<file path="config.mk">
export PLATFORM = sky130hd
export DESIGN_NAME = dmni_rx_mux_buffer
export DESIGN_NICKNAME = d
export VERILOG_FILES = /design/src/rtl/dmni_rx_mux_buffer_pkg.sv /design/src/rtl/dmni_rx_channel.sv /design/src/rtl/dmni_rx_mux_buffer.sv
export SDC_FILE = /design/constraint.sdc
export NUM_CORES = 1
export LEC_CHECK = 0
export CAP_MARGIN = 20
export CORE_MARGIN = 5
export CORE_UTILIZATION = 55
export DETAILED_ROUTE_END_ITERATION = 16
export PLACE_DENSITY = 0.76
export SLEW_MARGIN = 10
export SYNTH_ARGS = -nofsm -noshare
export SYNTH_HDL_FRONTEND = slang
export SYNTH_SLANG_ARGS = --single-unit
</file>
<file path="constraint.sdc">
create_clock -name clk_i -period 4.2 [get_ports clk_i]
set_clock_uncertainty 0.15 [all_clocks]
set_input_delay 0.63 -clock clk_i [delete_from_list [all_inputs] [get_ports clk_i]]
set_output_delay 0.63 -clock clk_i [all_outputs]
set_load 0.02 [all_outputs]
</file>
<file path="src/rtl/dmni_rx_mux_buffer_pkg.sv">
// rtl/dmni_rx_mux_buffer_pkg.sv - shared types and helpers for the DMNI multi-channel ingress buffer
package dmni_rx_mux_buffer_pkg;

    typedef enum logic {ARB_IDLE, ARB_LOCKED} arb_state_t;

    localparam int TICK_W = 32;

    function automatic int clog2_min1(input int n);
        return (n > 1) ? $clog2(n) : 1;
    endfunction

endpackage

</file>
<file path="src/rtl/dmni_rx_channel.sv">
// rtl/dmni_rx_channel.sv - one ingress channel: flit ring plus per-packet EOP timestamp ring
module dmni_rx_channel
    import dmni_rx_mux_buffer_pkg::*;
#(
    parameter int FLIT_SIZE   = 32,
    parameter int BUFFER_SIZE = 16,
    parameter int TS_DEPTH    = 4
) (
    input  logic                 clk_i,
    input  logic                 rst_i,
    input  logic                 flush_i,
    input  logic                 push_i,
    input  logic                 eop_i,
    input  logic [FLIT_SIZE-1:0] data_i,
    input  logic [TICK_W-1:0]    tick_i,
    input  logic                 pop_i,
    output logic                 credit_o,
    output logic                 flit_empty_o,
    output logic                 head_eop_o,
    output logic [FLIT_SIZE-1:0] head_data_o,
    output logic [TICK_W-1:0]    ts_head_o
);

    localparam int FAW = $clog2(BUFFER_SIZE);
    localparam int TAW = $clog2(TS_DEPTH);

    logic [FLIT_SIZE:0]  flit_mem [BUFFER_SIZE];
    logic [TICK_W-1:0]   ts_mem   [TS_DEPTH];

    logic [FAW-1:0] f_wr, f_rd;
    logic [FAW:0]   f_cnt;
    logic [TAW-1:0] t_wr, t_rd;
    logic [TAW:0]   t_cnt;

    logic flit_full, ts_full;
    logic do_push, do_pop, ts_push, ts_pop;

    assign flit_full    = (f_cnt == (FAW+1)'(BUFFER_SIZE));
    assign ts_full      = (t_cnt == (TAW+1)'(TS_DEPTH));
    assign flit_empty_o = (f_cnt == '0);

    // Credit depends on registered counts only, so rx_i never reaches credit_o combinationally.
    assign credit_o = !flit_full && !ts_full;

    assign head_data_o = flit_mem[f_rd][FLIT_SIZE-1:0];
    assign head_eop_o  = flit_mem[f_rd][FLIT_SIZE];
    assign ts_head_o   = ts_mem[t_rd];

    assign do_push = push_i && credit_o && !flush_i;
    assign do_pop  = pop_i && !flush_i;
    assign ts_push = do_push && eop_i;
    assign ts_pop  = do_pop && head_eop_o;

    always_ff @(posedge clk_i) begin
        if (do_push) flit_mem[f_wr] <= {eop_i, data_i};
        if (ts_push) ts_mem[t_wr] <= tick_i;
    end

    always_ff @(posedge clk_i) begin
        if (rst_i || flush_i) begin
            f_wr  <= '0;
            f_rd  <= '0;
            f_cnt <= '0;
            t_wr  <= '0;
            t_rd  <= '0;
            t_cnt <= '0;
        end else begin
            if (do_push) f_wr <= f_wr + FAW'(1);
            if (do_pop)  f_rd <= f_rd + FAW'(1);
            f_cnt <= f_cnt + {{FAW{1'b0}}, do_push} - {{FAW{1'b0}}, do_pop};
            if (ts_push) t_wr <= t_wr + TAW'(1);
            if (ts_pop)  t_rd <= t_rd + TAW'(1);
            t_cnt <= t_cnt + {{TAW{1'b0}}, ts_push} - {{TAW{1'b0}}, ts_pop};
        end
    end

    always @(posedge clk_i) begin
        if (!rst_i && !flush_i && pop_i) begin
            assert (f_cnt != '0);
            if (head_eop_o) assert (t_cnt != '0);
        end
    end

endmodule

</file>
<file path="src/rtl/dmni_rx_mux_buffer.sv">
// rtl/dmni_rx_mux_buffer.sv - N-channel Hermes ingress buffer with packet-atomic round-robin merge
module dmni_rx_mux_buffer
    import dmni_rx_mux_buffer_pkg::*;
#(
    parameter int FLIT_SIZE   = 32,
    parameter int BUFFER_SIZE = 16,
    parameter int TS_DEPTH    = 4,
    parameter int N_CHANNELS  = 2
) (
    input  logic                            clk_i,
    input  logic                            rst_i,
    input  logic [TICK_W-1:0]               tick_counter_i,
    input  logic [N_CHANNELS-1:0]           flush_i,
    input  logic [N_CHANNELS-1:0]           rx_i,
    input  logic [N_CHANNELS-1:0]           eop_i,
    output logic [N_CHANNELS-1:0]           credit_o,
    input  logic [N_CHANNELS*FLIT_SIZE-1:0] data_i,
    output logic                            tx_o,
    output logic                            eop_o,
    input  logic                            ack_i,
    output logic [FLIT_SIZE-1:0]            data_o,
    output logic [clog2_min1(N_CHANNELS)-1:0] chan_o,
    output logic [TICK_W-1:0]               timestamp_o
);

    localparam int CW = clog2_min1(N_CHANNELS);

    logic [N_CHANNELS-1:0] flit_empty, head_eop, pop, req;
    logic [FLIT_SIZE-1:0]  head_data [N_CHANNELS];
    logic [TICK_W-1:0]     ts_head   [N_CHANNELS];

    arb_state_t     state;
    logic [CW-1:0]  grant, last_grant, next_grant;
    logic           found;

    for (genvar c = 0; c < N_CHANNELS; c++) begin : g_chan
        dmni_rx_channel #(
            .FLIT_SIZE  (FLIT_SIZE),
            .BUFFER_SIZE(BUFFER_SIZE),
            .TS_DEPTH   (TS_DEPTH)
        ) u_chan (
            .clk_i       (clk_i),
            .rst_i       (rst_i),
            .flush_i     (flush_i[c]),
            .push_i      (rx_i[c]),
            .eop_i       (eop_i[c]),
            .data_i      (data_i[c*FLIT_SIZE +: FLIT_SIZE]),
            .tick_i      (tick_counter_i),
            .pop_i       (pop[c]),
            .credit_o    (credit_o[c]),
            .flit_empty_o(flit_empty[c]),
            .head_eop_o  (head_eop[c]),
            .head_data_o (head_data[c]),
            .ts_head_o   (ts_head[c])
        );

        assign pop[c] = tx_o && ack_i && (grant == CW'(c));
    end

    // A channel being flushed this cycle is not worth locking onto.
    assign req = ~flit_empty & ~flush_i;

    always_comb begin
        int idx;
        idx        = 0;
        found      = 1'b0;
        next_grant = last_grant;
        for (int i = 1; i <= N_CHANNELS; i++) begin
            idx = int'(last_grant) + i;
            if (idx >= N_CHANNELS) idx = idx - N_CHANNELS;
            if (!found && req[idx[CW-1:0]]) begin
                found      = 1'b1;
                next_grant = CW'(idx);
            end
        end
    end

    always_comb begin
        tx_o        = 1'b0;
        eop_o       = 1'b0;
        data_o      = '0;
        chan_o      = '0;
        timestamp_o = '0;
        if (state == ARB_LOCKED) begin
            tx_o        = !flit_empty[grant];
            eop_o       = head_eop[grant];
            data_o      = head_data[grant];
            chan_o      = grant;
            timestamp_o = head_eop[grant] ? ts_head[grant] : '0;
        end
    end

    always_ff @(posedge clk_i) begin
        if (rst_i) begin
            state      <= ARB_IDLE;
            grant      <= '0;
            last_grant <= CW'(N_CHANNELS - 1);
        end else begin
            case (state)
                ARB_IDLE: begin
                    if (found) begin
                        grant <= next_grant;
                        state <= ARB_LOCKED;
                    end
                end
                ARB_LOCKED: begin
                    // Packet end or flush both release the lock; a flush truncates downstream.
                    if (flush_i[grant] || (tx_o && ack_i && eop_o)) begin
                        last_grant <= grant;
                        state      <= ARB_IDLE;
                    end
                end
                default: state <= ARB_IDLE;
            endcase
        end
    end

endmodule

</file>
==> results of run 1 <==
[sequential cells by signal, indices dropped and copies added (netlist names), named ones only]
name and cells:
g_chan.u_chan.f_cnt 10, g_chan.u_chan.t_wr 4, g_chan.u_chan.t_cnt 6, g_chan.u_chan.f_rd 8
g_chan.u_chan.flit_mem 1056, g_chan.u_chan.ts_mem 256, grant 1, g_chan.u_chan.f_wr 8
last_grant 1, state 1, g_chan.u_chan.t_rd 4
[power by group through the flow]
stage          logic (mW)  registers [mW]  clock network, mW
4_1_cts             0.700            15.0               11.8
5_1_grt             0.749            15.0               12.4
6_report            0.706            15.0               11.7
3_3_place_gp        0.652            15.3                  0
3_5_place_dp        0.687            15.3                  0
2_1_floorplan       0.252            15.3                  0
[logic make-up (layout without fill, tap and decap cells)]
| group | count (synthesis) | in the layout | synth area share |
|---|---|---|---|
| buf+inv | 156 | 547 | 0.0141 |
| compound gates | 62 | 64 | 0.00875 |
| fa+ha+maj | 38 | 38 | 0.00961 |
| mux | 436 | 436 | 0.176 |
| flops | 1367 | 1367 | 0.770 |
| xor+xnor | 26 | 26 | 0.00433 |
| other cells | 0 | 21 | 0 |
| simple gates | 194 | 194 | 0.0178 |
[through the flow]
| step | total power [mW] | utilization | std cells | area, µm² |
|---|---|---|---|---|
| 2_1_floorplan | 15.6 | - | 2279 | 52600 |
| 3_3_place_gp | 16.0 | 0.595 | 3687 | 56600 |
| 3_5_place_dp | 16.0 | 0.595 | 3687 | 56600 |
| 4_1_cts | 27.5 | 0.644 | 3934 | 61200 |
| 5_1_grt | 28.2 | 0.645 | 3951 | 61300 |
| 6_report | 27.4 | 0.646 | 3958 | 61300 |
[Yosys cell counts, drive strengths merged, types with 5 or more instances]
cell type,count
ha,34
and3,9
mux4,390
xnor2,16
buf,62
edfxtp,1312
xor2,10
clkbuf,56
dfxtp,55
nor2,90
a21oi,14
a22o,33
nand2,24
nand4,5
inv,37
nor3,12
nand3,7
and2,20
mux2i,44
[per-layer routing]
layer,up-vias,wire length [µm],global-route usage
li1,10200,-,-
met1,13300,45500,0.323
met2,1700,66200,0.429
met3,343,14100,0.0793
met4,12,7100,0.130
met5,-,81,0
[area by class of cell]
class	count	area, µm²	share of cell area
repair buffers	277	3170	0.0516
well taps	1265	1580	0.0258
clock inverters	58	543	0.00885
multi-input cells	758	11700	0.190
inverters	38	143	0.00233
flip-flops and latches	1367	40500	0.661
diodes	21	52.6	0.000857
clock buffers	174	3660	0.0597
[critical path, stage by stage (launching register included)]
cell and delay [ps]:
dfxtp_4 350, buf_12 200, bufbuf_16 370, mux4_2 520, mux4_2 610, a22o_1 230, dlygate4sd2_1 320
[final timing paths]
check | start | end | slack [ps] | cells past startpoint
max | flip-flop | data_o[6] | 50 | 6
min | last_grant | last_grant | 330 | 2
max reg2reg | g_chan[1].u_chan.f_cnt[2] | g_chan[1].u_chan.f_cnt[4] | 660 | 15
min reg2reg | last_grant | last_grant | 330 | 2
[what timing repair did]
action	4_1_cts	5_1_grt
pin swaps	2	0
resized for setup	49	29
hold buffers	0	0
endpoints found under the hold margin	0	0
gates cloned	8	2
setup endpoints to repair	65	42
buffers inserted	7	1
==> results.txt, run 1 <==
P&R area growth vs syn = 16.6%
Seq pwr share = 0.548
Routed Antenna Nets = 0
Total track usage = 0.262
Synth Cell Area = 52600 µm²
Commonest non-fill, non-tap cells in the layout = edfxtp_1 (1312), mux4_2 (390), clkbuf_16 (142)
I/O pins = 174
Synth Area per Inst = 23.1 µm²
Starting Density = 0.554
WHS = 329 ps
EDFF count, synth = 1312
Top-area cell type share of the netlist area = 0.749
Largest net degree at the start of global routing = 63
DIE HEIGHT = 319 µm
Max-Cap Viols = 0
Synth Net Count = 2422
Post-Route WL = 133 mm
Leakage = 19.3 nW
Library cells used by synthesis = 43
Critical Path Fanout Max = 16
Max Slew Vio Count = 0
Post-Synthesis Cells = 2279
Share of layout cells above drive strength 1 = 0.273
PortBufs = 173
Crit path time final = 4150 ps
DP HPWL = 68.7 mm
Initial antenna violation count = 31
Skew-Pair Late Insertion Delay = 730 ps
# clock sinks = 1367
CP startpoint kind = flip-flop
Final Cycle Share = 0.987
Setup TNS = 0 ps
Worst VDD drop = 0.383 mV
Yosys warning total = 0
Crit Path Class = flip-flop to primary output
P per Cell Area = 447 nW/µm²
Die Wd = 319 µm
Final Hold Fails = 0
Gp weighted congestion = 0.789
CTS tree = built
Iter 0 DRT Violations = 3353
Pint = 22.0 mW
# H-tree levels = 4
Sw Pwr = 5.45 mW
GRT overflow = 0
Commonest non-fill, non-tap cell in the layout = edfxtp_1
WL/cell = 33.6 µm
Slew HR = 0.457
Synth async-reset ratio = 0
Pre-CTS WS = 302 ps
Max Fclk = 241 MHz
Top post-synthesis cells by area = edfxtp_1 (75%), mux4_2 (17%), dfxtp_1 (2.1%)
Arrival time worst endpoint = 3370 ps
First-pass GRT wire length = 191 mm
Finish-stage setup viols = 0
Crit path capture type = primary output
Nets = 2720
Seq/Total Area, Yosys = 0.770
Switching share of power = 0.199
Synth Flop Type = edfxtp_1
Vias = 25600
Clock Root Buffer = clkbuf_16
Worst-path clk slew = 60 ps
Status = finished, final reports clean
Worst-Margin Slew = 814 ps
Num rows = 113
CTS max path bufs = 3
Worst min path class = flip-flop to flip-flop
Vias per cell = 6.47
Logic pwr share = 0.026
CORE AREA = 95000 µm²
Register bit total from synthesis = 1367
1st-pass router iterations = 5
CTS buffer count = 135
Filler Cell Count = 5885
Setup ws final = 52.8 ps
RSZ-0062 raised after global routing = true
Vias in the first global route = 27200
Crit path required time = 3420 ps
Largest area contributor in the netlist = edfxtp_1
DRC = 0
Clock network power share = 0.426
Die area = 102000 µm²
No activity file was read; power rests on OpenSTA's default activity.
==> inputs of run 2 (changes only) <==
ABC_AREA = 0   (was not set)
==> results of run 2 <==
Same layout as run 1: the final DEF is identical, and so are final timing and power.
